File: src/rtl/data_sync.sv
// data_sync: 4-phase REQ/ACK handshake that carries a held data bus into the CLK domain.
module data_sync #(
  parameter int BUS_WIDTH  = 8,
  parameter int NUM_STAGES = 2
) (
  input  logic                 CLK,
  input  logic                 RST_n,
  input  logic [BUS_WIDTH-1:0] UNSYNC_BUS,
  input  logic                 REQ,
  output logic [BUS_WIDTH-1:0] SYNC_BUS,
  output logic                 ENABLE_PULSE,
  output logic                 ACK
);
  typedef enum logic {IDLE, WAIT_LOW} state_t;
  state_t                state_q, state_d;
  logic [NUM_STAGES-1:0] sync_q, sync_d;
  logic                  req_dly_q, req_dly_d;
  logic [BUS_WIDTH-1:0]  bus_q, bus_d;
  logic                  pulse_q, pulse_d;
  logic                  req_s, rise;
  always_comb begin
    sync_d    = {sync_q[NUM_STAGES-2:0], REQ};
    req_s     = sync_q[NUM_STAGES-1];
    req_dly_d = req_s;
    rise      = req_s & ~req_dly_q;
    state_d   = state_q;
    bus_d     = bus_q;
    pulse_d   = 1'b0;
    // The source holds UNSYNC_BUS stable while REQ is high, so it is sampled directly here.
    if (state_q == IDLE && rise) begin
      state_d = WAIT_LOW;
      bus_d   = UNSYNC_BUS;
      pulse_d = 1'b1;
    end else if (state_q == WAIT_LOW && !req_s) begin
      state_d = IDLE;
    end
  end
  always_ff @(posedge CLK or negedge RST_n) begin
    if (!RST_n) begin
      state_q   <= IDLE;
      sync_q    <= '0;
      req_dly_q <= 1'b0;
      bus_q     <= '0;
      pulse_q   <= 1'b0;
    end else begin
      state_q   <= state_d;
      sync_q    <= sync_d;
      req_dly_q <= req_dly_d;
      bus_q     <= bus_d;
      pulse_q   <= pulse_d;
    end
  end
  assign SYNC_BUS     = bus_q;
  assign ENABLE_PULSE = pulse_q;
  assign ACK          = (state_q == WAIT_LOW);
endmodule

File: config.mk
export PLATFORM = sky130hd
export DESIGN_NAME = data_sync
export DESIGN_NICKNAME = d
export VERILOG_FILES = /design/src/rtl/data_sync.sv
export SDC_FILE = /design/constraint.sdc
export NUM_CORES = 1
export LEC_CHECK = 0
export CORE_UTILIZATION = 35
export CTS_CLUSTER_SIZE = 40
export DETAILED_ROUTE_END_ITERATION = 6
export PLACE_DENSITY_LB_ADDON = 0.2
export SLEW_MARGIN = 20
export SYNTH_ARGS = -nofsm -noshare
export SYNTH_HDL_FRONTEND = slang
export SYNTH_SLANG_ARGS = --single-unit
File: constraint.sdc
create_clock -name CLK -period 1.1 [get_ports CLK]
set_input_delay 0.165 -clock CLK [delete_from_list [all_inputs] [get_ports CLK]]
set_output_delay 0.165 -clock CLK [all_outputs]
set_load 0.005 [all_outputs]
== Word-level counts from Yosys, hierarchy flattened ==
Index checks and enable logic that the tools add are counted.
Cells by class
  bitwise operators: 3
  mux-type cells: 3
  reductions and logical operators: 4
Operators by type and width (count)
  $mux 1: 3
  $logic_and 1x1->1: 2
  $not 1->1: 2
  $reduce_bool 2->1: 1
  $and 1x1->1: 1
  $logic_not 1->1: 1
Word-level totals
  input bits: 11
  register bits after elaboration: 13
  word-level logic and storage cells: 15
  output and inout bits: 10

== Longest topological paths before layout ==
Gate-level depths: netlist of run 1.
  depth after elaboration: 4
  mapped depth: 3
  mapped depth without buffers: 2

== Least setup slack after synthesis of run 1 ==
No wires, ideal clock.
  kind: register to register
  from: register state_q (netlist: ACK)
  to: register bus_q[0] (netlist: SYNC_BUS[0])
  period minus slack after synthesis: 1152 ps
  library setup time: 125 ps
  slack: -52 ps
  data required time: 975 ps
  cell stages (with the launch flop): 4
  data arrival time: 1027 ps
  path buffers: 1
  cells stage by stage: dfrtp_1 > nor3b_2 > buf_6 > mux2_4
Between the ends
  cells in the longest elaborated chain, start to end: 2
Ends and longest elaborated chain
  start, declared: RTL line 15  | state_t state_q, state_d;
  start signal, assigned: RTL line 46  | state_q <= state_d;
  $not 1->1: RTL line 30  | if (state_q == IDLE && rise) begin
  $logic_and 1x1->1: RTL line 30
  end signal, assigned: RTL line 49  | bus_q <= bus_d;
  end, declared: RTL line 18  | logic [BUS_WIDTH-1:0] bus_q, bus_d;
Every way passes these cells.
A chain may end at the register's enable or synchronous reset.

== Worst setup path after layout of run 1 ==
  from: register state_q (netlist: ACK)
  to: register bus_q[6] (netlist: SYNC_BUS[6])
The elaborated chain is that of the path after synthesis.

==> run_results.csv, run 1 <==
group,metric,value,unit
route,drt.antenna.violating_nets,0,
logic_synthesis,synth_area_leaders,"dfrtp_1 (68%), mux2_4 (25%), nor3b_2 (2.6%)",
worst_hold_path,min_path_type,"in2async",
logic_synthesis,synth_area_per_cell,19.22,um^2
critical_path,crit_path_max_fanout,5,
logic_synthesis,postSynthCellCount,25,
critical_path,crit_type,"reg2reg",
global_route,track_usage,0.1760,
floorplanning,pin_count,21,
critical_path,end_kind,"flip-flop",
floorplanning,core_area,1186,um^2
place,portBuffers,20,
timing,fin_worst_skew,0.002210,ns
critical_path,cp.required,1.25,ns
route,wl,996,um
cts,cts_tree,"done",
timing,finalWorstSetupSlack,-0.1451,ns
cts,cts_made_buffers,3,
power_and_ir_drop,ir_drop,0.0009733,V
floorplanning,die_w,39.05,um
critical_path,worstReg2RegStart,"ACK",
cells_and_area,antenna-diode-count,0,
timing,slew_violations,0,
cells_and_area,final_cells,77,
status,violations,"setup timing",
timing,finalCritPeriodShare,1.132,
critical_path,critPathArrivalTime,1.40,ns
global_route,grt_pass1_vias,334,
cells_and_area,layout_commonest_cell,"buf_4",
logic_synthesis,netlist_area,480.5,um^2
cells_and_area,final_util,0.6941,
critical_path,ff2ff_path_depth,3,
timing,hold_slack,0.2026,ns
cts,clkTransAtPathRegs,0.07,ns
route,vias,335,
route,firstDrtPassIters,1,
cells_and_area,seq_area,325.3,um^2
power_and_ir_drop,leakage,0.3993,nW
logic_synthesis,yosysTopAreaCellShare,0.6771,
floorplanning,die_height,39.05,um
timing,tightest_slew,0.1895,ns
global_route,grt_max_degree,14,
place,place_congestion,0.5437,
cells_and_area,n_fill_cell,86,
logic_synthesis,ys_types,6,
job,drv_cap,0,
route,viasPerCell,4.351,
logic_synthesis,yosysWarnings,0,
power_and_ir_drop,power.density,1511,nW/um^2
floorplanning,dieArea,1525,um^2
route,drt_iter0_markers,0,
cells_and_area,multiInputGateArea,140.1,um^2
floorplanning,rows,12,
timing,period_needed,1.245,ns
cts,cts.sinks,13,
global_route,antenna_found_initial,0,
critical_path,crit_path_end,"SYNC_BUS[6]",
global_route,grt_pass1_wl,1600,um
timing,rsz0062_at_grt,"true",
cts,htreeDepth,1,
timing,fmax,0.8031,GHz
logic_synthesis,ys_ff_latch,13,
cells_and_area,drive_above_1_share,0.4286,
cells_and_area,fin_nets,75,
cells_and_area,area_delta_synth_final,71.35,%
cts,clock_latency,0.27,ns
cells_and_area,final_cell_mix,"buf_4 (15), dfrtp_1 (13), clkdlybuf4s50_1 (10)",
timing,setup_violations,9,
route,wl_per_cell,12.94,um
critical_path,cp-startpoint,"ACK",
critical_path,r2r_slack,-0.15,ns
timing,hold_viol,0,
place,dp_cells,61,
logic_synthesis,synth_nets,36,
route,drcViolationCount,0,
global_route,grt.overflow.total,0,
logic_synthesis,ys_seq_area_frac,0.6771,
logic_synthesis,yosysTopAreaCell,"dfrtp_1",
cts,clockBufferDepth,2,
status,status,"finished, violations left",
floorplanning,initial_core_util,0.4051,
critical_path,r2r-end,"SYNC_BUS[6]",
critical_path,start_kind,"flip-flop",
timing,relSlewSlack,0.8731,
cts,root_buffer,"clkbuf_4",
-- worst max-delay path, cell delays in order, from the launching register on --
cell and delay, ns:
dfrtp_1 0.41, nor3b_2 0.22, buf_4 0.20, mux2_4 0.31
-- worst min-delay path by stage --
stage               startpoint         to  slack [ns]  depth (start not counted)
finish                   RST_n        ACK        0.20                          2
global route             RST_n        ACK        0.20                          2
CTS                      RST_n        ACK        0.20                          2
detailed placement   sync_q[0]  sync_q[1]        0.33                          0
global placement     sync_q[0]  sync_q[1]        0.33                          0
floorplan                RST_n        ACK       -0.13                          0
-- timing repair --
item / 4_1_cts / 5_1_grt
setup buffers: 7 / 5
gates resized for setup: 10 / 8
hold buffers: 0 / 0
endpoints found under the setup margin: 18 / 17
-- final cells by class --
type,instances,area share
multi-input cells,10,0.1702
clock buffers,4,0.03191
repair buffers,35,0.3769
flip-flops and latches,13,0.3951
inverters,1,0.004559
well taps,14,0.02128
-- where the power goes --
part	switching, W	internal, W
registers	0.0000364	0.000544
clock network	0.000138	0.000140
logic	0.0000993	0.000286
total	0.000274	0.000970
-- cells in the mapped netlist, drive strengths merged --
| cell type | number |
|---|---|
| a21boi | 1 |
| buf | 1 |
| mux2 | 8 |
| nor3b | 1 |
| inv | 1 |
| dfrtp | 13 |
-- metrics by stage --
| stage | area [um^2] | setup slack (ns) | total power (W) | setup TNS [ns] |
|---|---|---|---|---|
| 2_1_floorplan | 480.5 | -0.05180 | 0.0006933 | -0.4144 |
| 3_3_place_gp | 709.4 | -0.07291 | 0.0008692 | -0.4815 |
| 3_5_place_dp | 709.4 | -0.1294 | 0.0008837 | -0.9484 |
| 4_1_cts | 775.7 | -0.1500 | 0.001192 | -1.108 |
| 5_1_grt | 823.3 | -0.1867 | 0.001331 | -1.432 |
| 6_report | 823.3 | -0.1451 | 0.001244 | -1.076 |
-- flip-flops by register name, summed over array words and instances, names as in the netlist --
register      flops
sync_q            2
SYNC_BUS          8
req_dly_q         1
ACK               1
ENABLE_PULSE      1
-- logic make-up (layout without fill, tap and decap cells) --
family | Yosys count | count (layout) | synth area share
compound gates | 1 | 1 | 0.01563
buf+inv | 2 | 40 | 0.03124
simple gates | 1 | 1 | 0.02604
flops | 13 | 13 | 0.6771
mux | 8 | 8 | 0.2500
-- routing by layer --
metal,part of all wire,routed length (um),GRT usage,vias up
met2,0.53,529,0.2667,14
met4,0,0,0.1034,0
met1,0.42,417,0.2193,161
met5,0,0,0,-
li1,-,-,-,160
met3,0.049,49,0.05202,0
(Power assumes the default switching activity.)
==> inputs of run 2 (changes only) <==
--- a/config.mk
+++ b/config.mk
@@ -8,6 +8,7 @@
 export CORE_UTILIZATION = 35
 export CTS_CLUSTER_SIZE = 40
 export DETAILED_ROUTE_END_ITERATION = 6
+export HOLD_SLACK_MARGIN = 0.06
 export PLACE_DENSITY_LB_ADDON = 0.2
 export SLEW_MARGIN = 20
 export SYNTH_ARGS = -nofsm -noshare
==> results of run 2 <==
No change in the layout: final DEF, timing and power equal those of run 1.
==> RTL change, RTL diff (settings of run 1) <==
Make the reset (`RST_n`) synchronous in one clocked block.
--- a/src/rtl/data_sync.sv
+++ b/src/rtl/data_sync.sv
@@ -36,5 +36,5 @@
     end
   end
-  always_ff @(posedge CLK or negedge RST_n) begin
+  always_ff @(posedge CLK) begin
     if (!RST_n) begin
       state_q   <= IDLE;
Check against the original RTL: differs if RST_n is asserted again (counterexample within 4 cycles, from zero or initial values and one cycle with RST_n low); with RST_n held inactive, the same outputs for 10 cycles.
==> RTL change against run 1 <==
Wire length fell by 15%; via count rose by 15%; core utilization fell by 7.8 points; critical path depth fell by 2; design area fell by 11%; highest routed layer unchanged; sequential cell count did not move; die area fell by 1.5%; clock skew fell by 0.00055 ns; setup slack improved by 0.21 ns; area after synthesis fell by 1.6%; first-iteration DRC count rose by 5.
Power is not compared: it rests on default switching activity, and its combinational part moved more than twofold at a synthesized area within 25%.
==> RTL change: results (changes against run 1) <==
{
  "synth.top_cells.by_area": {"value": "sky130_fd_sc_hd__dfxtp_1 55%, sky130_fd_sc_hd__mux2i_1 17%, sky130_fd_sc_hd__nand2_1 13%"},
  "num_vias": {"value": 386, "change": "+15%"},
  "ys_warn_count": {"value": 0, "change": "unchanged"},
  "synthFlopType": {"value": "sky130_fd_sc_hd__dfxtp_1"},
  "wirelength": {"value": 851, "unit": "um", "change": "-15%"},
  "htree_num_levels": {"value": 1, "change": "unchanged"},
  "first_global_vias": {"value": 331, "change": "-0.90%"},
  "grt_max_degree": {"value": 13, "change": "-1"},
  "gp_routability_congestion": {"value": 0.576, "change": "+6.0%"},
  "dpl.cell_count": {"value": 83, "change": "+36%"},
  "netlist_top_cells_count": {"value": "17 x sky130_fd_sc_hd__nand2_1, 13 x sky130_fd_sc_hd__dfxtp_1, 8 x sky130_fd_sc_hd__mux2i_1"},
  "clkTransAtPathRegs": {"value": 0.07, "unit": "ns", "change": "about the same"},
  "timing.critical_path.max_delay_family": {"value": "flip-flops"},
  "rr_startpoint": {"value": "req_dly_q"},
  "worstSkewPairLatency": {"value": 0.26, "unit": "ns"},
  "max-slew-margin-rel": {"value": 87.4, "unit": "%", "change": "+0.10 points"},
  "postSynthNetCount": {"value": 59, "change": "+64%"},
  "hp-class": {"value": "reg -> reg"},
  "grt_use_total": {"value": 13.3, "unit": "%", "change": "-4.4 points"},
  "timing.critical_path.slowest_cell_delay": {"value": 0.38, "unit": "ns", "change": "-0.03 ns"},
  "postPlaceCellArea": {"value": 694, "unit": "um^2", "change": "-2.1%"},
  "number_of_distinct_library_cell_variants_in_the_gate_level_netlist_after_synthesis": {"value": 10, "change": "+4"},
  "port_buffers": {"value": 20, "change": "unchanged"},
  "result_of_the_run": {"value": "complete, no violations"},
  "crit_path_start": {"value": "ACK"},
  "worst_path_slowest_cell": {"value": "sky130_fd_sc_hd__dfxtp_2"},
  "fillerInstances": {"value": 117, "change": "+36%"},
  "nNetsFinal": {"value": 85, "change": "+13%"},
  "grt_first_pass_wirelength": {"value": 1370, "unit": "um", "change": "-14%"},
  "worst-endpoint-arrival": {"value": 0.87, "unit": "ns", "change": "-0.53 ns"},
  "synthArstFlopShare": {"value": 0, "unit": "%", "change": "-100 points"},
  "drt_pre_antenna_iters": {"value": 2, "change": "+1"},
  "detailedRoute.firstIterationViolations": {"value": 5, "change": "+5"},
  "antenna_violations_before_repair": {"value": 0, "change": "unchanged"},
  "drive_gt1_share": {"value": 20.5, "unit": "%", "change": "-22 points"},
  "hold_crit_start": {"value": "sync_q[0]"},
  "clock_skew": {"value": 0.00166, "unit": "ns", "change": "-0.000546 ns"},
  "crit_path_max_fanout": {"value": 4, "change": "-1"},
  "ys_seq_area_share": {"value": 55.0, "unit": "%", "change": "-13 points"},
  "avg_vias_per_cell": {"value": 4.44, "change": "+2.0%"},
  "post_synthesis_mean_instance_area": {"value": 9.85, "unit": "um^2", "change": "-49%"}
}
RTL change: changes by cell type after synthesis, sizes merged:
cell / run 1 / this run
a21oi: 0 / 1
and2: 0 / 2
nand2: 0 / 17
buf: 1 / 3
a21boi: 1 / 0
dfxtp: 0 / 13
mux2i: 0 / 8
dfrtp: 13 / 0
inv: 1 / 2
nor3: 0 / 1
mux2: 8 / 0
RTL change: path summary, 6_finish.rpt:
path	end	slack, ns	cells past startpoint
worst min-delay path	sync_q[1]	0.44	1
worst max register to register	SYNC_BUS[0]	0.10	3
worst max-delay path	ACK	0.06	1
worst min register to register	sync_q[1]	0.44	1
RTL change: kinds of logic after synthesis:
kind of cell / Yosys count / share of synthesized area (%)
buffers and inverters: 5 / 7.14
DFF: 13 / 55.0
AOI/OAI and AO/OA: 1 / 1.06
and+or+nand+nor: 21 / 19.8
muxes: 8 / 16.9
RTL change: per-stage QoR:
stage / worst slack [ns] / hold WS [ns] / util, %
2_1_floorplan: 0.191 / 0.292 / -
3_3_place_gp: 0.0344 / 0.419 / 58.5
3_5_place_dp: 0.00281 / 0.427 / 58.5
4_1_cts: 0.0102 / 0.441 / 61.1
5_1_grt: 0.00480 / 0.449 / 61.6
6_report: 0.0602 / 0.438 / 61.6
RTL change: area by class of cell:
type	count	area share, %
Inverter	2	1.03
Multi-Input combinational cell	30	25.3
Clock buffer	4	3.60
Timing Repair Buffer	24	30.8
Sequential cell	13	36.8
Tap cell	14	2.40
RTL change: report_power, final:
group,total (mW),switching [mW],internal [mW]
sequential,0.496,0.00839,0.488
combinational,0.103,0.0349,0.0681
clock,0.275,0.135,0.140
total,0.875,0.179,0.696
RTL change: repair_timing:
action | 4_1_cts | 5_1_grt
setup buffers | 1 | 0
hold endpoints to repair | 0 | 0
resized for setup | 17 | 3
setup endpoints to repair | 10 | 8
cloned | 0 | 0
pin swaps | 0 | 1
RTL change: per-layer routing:
layer	vias to the layer above	GRT usage (%)	wire (um)
met5	-	0	0
met1	163	19.6	389
met4	0	2.59	0
met2	19	17.9	391
met3	0	5.20	69
li1	204	-	-
